===== src/rtl/barrel_normalizer.sv =====
`default_nettype none
// ============================================================================
// Module   : barrel_normalizer
// Brief    : Valid/ready normalizer; binary-searches the shift that moves the
//            leading set bit to the MSB, one search step per clock.
//            Optional macro BARREL_NORM_RIGHT_EN adds norm_dir (trailing zeros).
// Revision : 1.0 - initial release
// ============================================================================
module barrel_normalizer #(
    parameter int WIDTH = 8
) (
    input  logic                     clk,
    input  logic                     rst_n,
    input  logic                     in_valid,
    output logic                     in_ready,
    input  logic [WIDTH-1:0]         data_in,
`ifdef BARREL_NORM_RIGHT_EN
    input  logic                     norm_dir,
`endif
    output logic                     out_valid,
    input  logic                     out_ready,
    output logic [WIDTH-1:0]         data_out,
    output logic [$clog2(WIDTH)-1:0] shift_amt,
    output logic                     zero
);

    localparam int LOG2 = $clog2(WIDTH);

    localparam logic [LOG2-1:0]  c_half   = LOG2'(WIDTH / 2);
    localparam logic [LOG2-1:0]  c_last_k = LOG2'(LOG2 - 1);
    localparam logic [LOG2-1:0]  c_k_one  = LOG2'(1);
    localparam logic [WIDTH-1:0] c_ones   = {WIDTH{1'b1}};

    typedef enum logic [1:0] {
        S_IDLE = 2'd0,
        S_BUSY = 2'd1,
        S_DONE = 2'd2
    } state_t;

    state_t           r_state;
    state_t           w_next_state;
    logic [WIDTH-1:0] r_w;
    logic [LOG2-1:0]  r_c;
    logic [LOG2-1:0]  r_k;
    logic             r_zero;

    logic [LOG2-1:0]  w_step;
    logic [WIDTH-1:0] w_hi_mask;
    logic             w_hit;
    logic [WIDTH-1:0] w_shifted;

`ifdef BARREL_NORM_RIGHT_EN
    logic             r_dir;
    logic [WIDTH-1:0] w_lo_mask;
`endif

    // Step size halves each cycle: WIDTH/2, WIDTH/4, ..., 1.
    always_comb begin
        w_step    = c_half >> r_k;
        w_hi_mask = ~(c_ones >> w_step);
`ifdef BARREL_NORM_RIGHT_EN
        w_lo_mask = ~(c_ones << w_step);
        if (r_dir) begin
            w_hit     = ((r_w & w_lo_mask) == '0);
            w_shifted = r_w >> w_step;
        end else begin
            w_hit     = ((r_w & w_hi_mask) == '0);
            w_shifted = r_w << w_step;
        end
`else
        w_hit     = ((r_w & w_hi_mask) == '0);
        w_shifted = r_w << w_step;
`endif
    end

    always_ff @(posedge clk or negedge rst_n) begin
        if (!rst_n) begin
            r_state <= S_IDLE;
        end else begin
            r_state <= w_next_state;
        end
    end

    always_comb begin
        w_next_state = r_state;
        case (r_state)
            S_IDLE:  if (in_valid)        w_next_state = S_BUSY;
            S_BUSY:  if (r_k == c_last_k) w_next_state = S_DONE;
            S_DONE:  if (out_ready)       w_next_state = S_IDLE;
            default:                      w_next_state = S_IDLE;
        endcase
    end

    always_ff @(posedge clk or negedge rst_n) begin
        if (!rst_n) begin
            r_w    <= '0;
            r_c    <= '0;
            r_k    <= '0;
            r_zero <= 1'b0;
`ifdef BARREL_NORM_RIGHT_EN
            r_dir  <= 1'b0;
`endif
        end else begin
            case (r_state)
                S_IDLE: begin
                    if (in_valid) begin
                        r_w    <= data_in;
                        r_c    <= '0;
                        r_k    <= '0;
                        r_zero <= (data_in == '0);
`ifdef BARREL_NORM_RIGHT_EN
                        r_dir  <= norm_dir;
`endif
                    end
                end
                S_BUSY: begin
                    // The step sizes sum to WIDTH-1, so r_c cannot wrap.
                    if (w_hit) begin
                        r_w <= w_shifted;
                        r_c <= r_c + w_step;
                    end
                    r_k <= r_k + c_k_one;
                end
                default: ;
            endcase
        end
    end

    assign in_ready  = (r_state == S_IDLE);
    assign out_valid = (r_state == S_DONE);
    assign data_out  = r_w;
    assign shift_amt = r_c;
    assign zero      = r_zero;

endmodule
`default_nettype wire


===== config.mk =====
export PLATFORM = sky130hd
export DESIGN_NAME = barrel_normalizer
export DESIGN_NICKNAME = d
export VERILOG_FILES = /design/src/rtl/barrel_normalizer.sv
export SDC_FILE = /design/constraint.sdc
export NUM_CORES = 1
export LEC_CHECK = 0
export CELL_PAD_IN_SITES_DETAIL_PLACEMENT = 1
export CELL_PAD_IN_SITES_GLOBAL_PLACEMENT = 1
export CORE_ASPECT_RATIO = 2
export CORE_MARGIN = 4
export CORE_UTILIZATION = 35
export CTS_CLUSTER_DIAMETER = 80
export DETAILED_ROUTE_END_ITERATION = 8
export HOLD_SLACK_MARGIN = 0.12
export PLACE_DENSITY = 0.88
export REMOVE_ABC_BUFFERS = 1
export SLEW_MARGIN = 30
export SYNTH_ARGS = -nofsm -noshare
export SYNTH_HDL_FRONTEND = slang
export SYNTH_SLANG_ARGS = --single-unit
export TNS_END_PERCENT = 30

===== constraint.sdc =====
create_clock -name clk -period 2.4 [get_ports clk]
set_input_delay 0.6 -clock clk [delete_from_list [all_inputs] [get_ports clk]]
set_output_delay 0.6 -clock clk [all_outputs]
set_load 0.01 [all_outputs]

==> flow_metrics.env <==
export IMPL_synth_avg_cell_area_um2=9.16
export IMPL_crit_type="reg2reg"
export IMPL_yosysSeqAreaShare=0.325
export IMPL_final_antenna_net_count=0
export IMPL_wl_mm=4.95
export IMPL_p_leak_nw=0.741
export IMPL_path_common_cell="inv_2"
export IMPL_cp_slowest_cell="mux4_1"
export IMPL_clkLatencyLatePin_ns=0.26
export IMPL_grt_util_all_layers=0.218
export IMPL_dpl_hpwl_mm=3.56
export IMPL_synth_area_leaders="dfrtp_1 32%, nand2_1 5.2%, mux2_4 4.6%"
export IMPL_initial_core_util=0.363
export IMPL_worst_path_buf_inv=2
export IMPL_worst_pin_slew_ns=0.554
export IMPL_dpl_instance_area_um2=1680
export IMPL_synthesis_area_um2=1310
export IMPL_clockRootBuffer="clkbuf_8"
export IMPL_hold_path_class="reg2reg"
export IMPL_drv_cap=0
export IMPL_synth_common_cells="18 x nand2_1, 17 x dfrtp_1, 11 x o21ai_0"
export IMPL_wire_per_inst_um=21.6
export IMPL_reg2reg_slack_ns=0.1
export IMPL_reg2reg_from="r_k[1]$_DFFE_PN0P_"
export IMPL_yosys_area_top_type_share=0.325
export IMPL_clock_fmax_mhz=435
export IMPL_grt_overflow=0
export IMPL_synth_edf_count=0
export IMPL_cts_sinks=17
export IMPL_first_pass_iters=4
export IMPL_power_per_cell_area_nw_per_um2=1670
export IMPL_synth_most_common_cell="nand2_1"
export IMPL_postLayoutCoreUtil=0.488
export IMPL_drc_errors=0
export IMPL_grt_pass1_vias=1524
export IMPL_ys_types=50
export IMPL_reg2reg_to="data_out[3]$_DFFE_PN0P_"
export IMPL_crit_fanout=5
export IMPL_die_w_um=51.3
export IMPL_vias=1380
export IMPL_holdPathStages=2
export IMPL_netlist_top_cell_by_area="dfrtp_1"
export IMPL_worstHoldStart="zero$_DFFE_PN0P_"
export IMPL_required_ns=2.55
export IMPL_die_h_um=94.5
export IMPL_antenna_found_initial=0
export IMPL_grt_max_degree=18
export IMPL_status="complete, no violations"
export IMPL_cts_path_max_buffers=2
export IMPL_slowest_delay_ns=0.54
export IMPL_fin_crit_ns=2.30
export IMPL_whs_endpoint="zero$_DFFE_PN0P_"
export IMPL_grt_first_pass_wirelength_mm=7.70
export IMPL_async_flop_share=1.00
export IMPL_ios=26
export IMPL_drt_iter0_drc=32
export IMPL_path_cells="inv_2 -> ha_1 -> or2b_4 -> inv_2 -> mux4_1 -> nand2_1 -> o21ai_0 -> mux2_4"
export IMPL_core_area_um2=3610
export IMPL_cp_arrival_ns=2.45
export IMPL_yosysWarnings=0
export IMPL_syn_instance_count=143
export IMPL_diodes=0
export IMPL_gp_congestion=0.961
export IMPL_drive_gt1_frac=0.239
export IMPL_synth_flop_cell="dfrtp_1"
export IMPL_cts_max_level=1
export IMPL_finalClockSkew_ns=0.000484
export IMPL_min_period_over_period=0.959
export IMPL_dieArea_um2=4850
export IMPL_num_nets_final=198
export IMPL_end_kind="flop"
export IMPL_hold_viol=0
export IMPL_drv_slew=0
export IMPL_fp_row_count=31
export IMPL_cts_tree="done"
export IMPL_fin_tns_setup_ns=0
export IMPL_synthToLayoutAreaGrowth_pct=34.4
export IMPL_rr_worst_depth=8
export IMPL_cts_buffers_inserted=3
export IMPL_port_buffers=25
export IMPL_final_area_um2=1760
export IMPL_peakVddDrop_uv=888
export IMPL_path_clk_slew_ns=0.07
export IMPL_via_per_inst=6.03
export IMPL_crit_family="multiplexers"
export IMPL_fin_hold_ws_ns=0.505
export IMPL_start_kind="flop"
export IMPL_max_slew_margin=0.626
export IMPL_setup_viol=0
export IMPL_ys_ff_latch=17
==> cell families after synthesis <==
| group | after synthesis | synth area share |
|---|---|---|
| and+or+nand+nor | 51 | 0.210 |
| AOI/OAI and AO/OA | 41 | 0.221 |
| buffers and inverters | 17 | 0.0726 |
| DFF | 17 | 0.325 |
| muxes | 10 | 0.105 |
| adders and majority gates | 5 | 0.0535 |
| xor gates and xnor gates | 2 | 0.0134 |
==> repair_timing <==
item,4_1_cts,5_1_grt
hold buffers,0,0
buffers inserted,0,0
endpoints found under the setup margin,6,6
gates resized for setup,3,8
==> worst max path at each step <==
stage                       startpoint                  endpoint  slack, ns  cells past startpoint
finish              r_k[1]$_DFFE_PN0P_   data_out[3]$_DFFE_PN0P_        0.1                      8
global route        r_k[1]$_DFFE_PN0P_  shift_amt[2]$_DFFE_PN0P_     -0.003                      8
CTS                 r_k[0]$_DFFE_PN0P_  shift_amt[2]$_DFFE_PN0P_       0.04                      8
detailed placement  r_k[0]$_DFFE_PN0P_  shift_amt[2]$_DFFE_PN0P_       0.02                      7
global placement    r_k[0]$_DFFE_PN0P_   data_out[6]$_DFFE_PN0P_       0.14                      7
floorplan           r_k[0]$_DFFE_PN0P_   data_out[1]$_DFFE_PN0P_       0.07                      7
==> worst register-to-register path: cells and delay by family, from the launching register on <==
kind                       cells  cell delay (ns)
AOI/OAI and AO/OA              1             0.13
adders and majority gates      1             0.18
muxes                          2             0.85
DFF                            1             0.44
and+or+nand+nor                2             0.42
buffers and inverters          2             0.18
==> layout by cell type (no fill, tap or decap), types with 3 or more instances in the layout <==
cell type,n
clkbuf_8,3
dfrtp_1,16
inv_1,7
a211oi_1,3
clkdlybuf4s50_1,25
o21ai_0,11
nand2_1,18
buf_4,16
a21oi_1,6
mux2_4,4
nand3_1,4
nor3_1,5
mux2i_1,4
nor2_1,4
==> registers in the layout (all words and copies together), names as in the netlist <==
register	count
shift_amt	3
r_state	2
data_out	8
zero	1
r_k	3
==> layout make-up <==
cell class | instances | area [µm²]
clock buffer | 4 | 45.0
fill | 437 | 1850
inverter | 9 | 33.8
multi-input combinational | 109 | 823
sequential | 17 | 427
tap | 49 | 61.3
timing repair buffer | 41 | 370
==> through the flow <==
stage	cells	worst slack [ns]	total power [mW]
global placement	225	0.136	2.45
detailed placement	225	0.0210	2.55
floorplan	135	0.0676	1.72
finish	229	0.0989	2.95
global route	229	-0.00265	3.12
CTS	229	0.0381	2.86
==> power breakdown <==
| group | internal (mW) | leakage (nW) | switching (mW) |
|---|---|---|---|
| sequential | 0.421 | 0.211 | 0.177 |
| combinational | 1.01 | 0.507 | 1.11 |
| clock | 0.118 | 0.0228 | 0.106 |
==> layer usage <==
layer  vias to the layer above  part of all wire  track usage
li1                        598                 -            -
met4                         0             0.064        0.140
met1                       689              0.34        0.222
met3                        28             0.044       0.0237
met5                         -                 0            0
met2                        65              0.55        0.404
(Power assumes the default switching activity.)
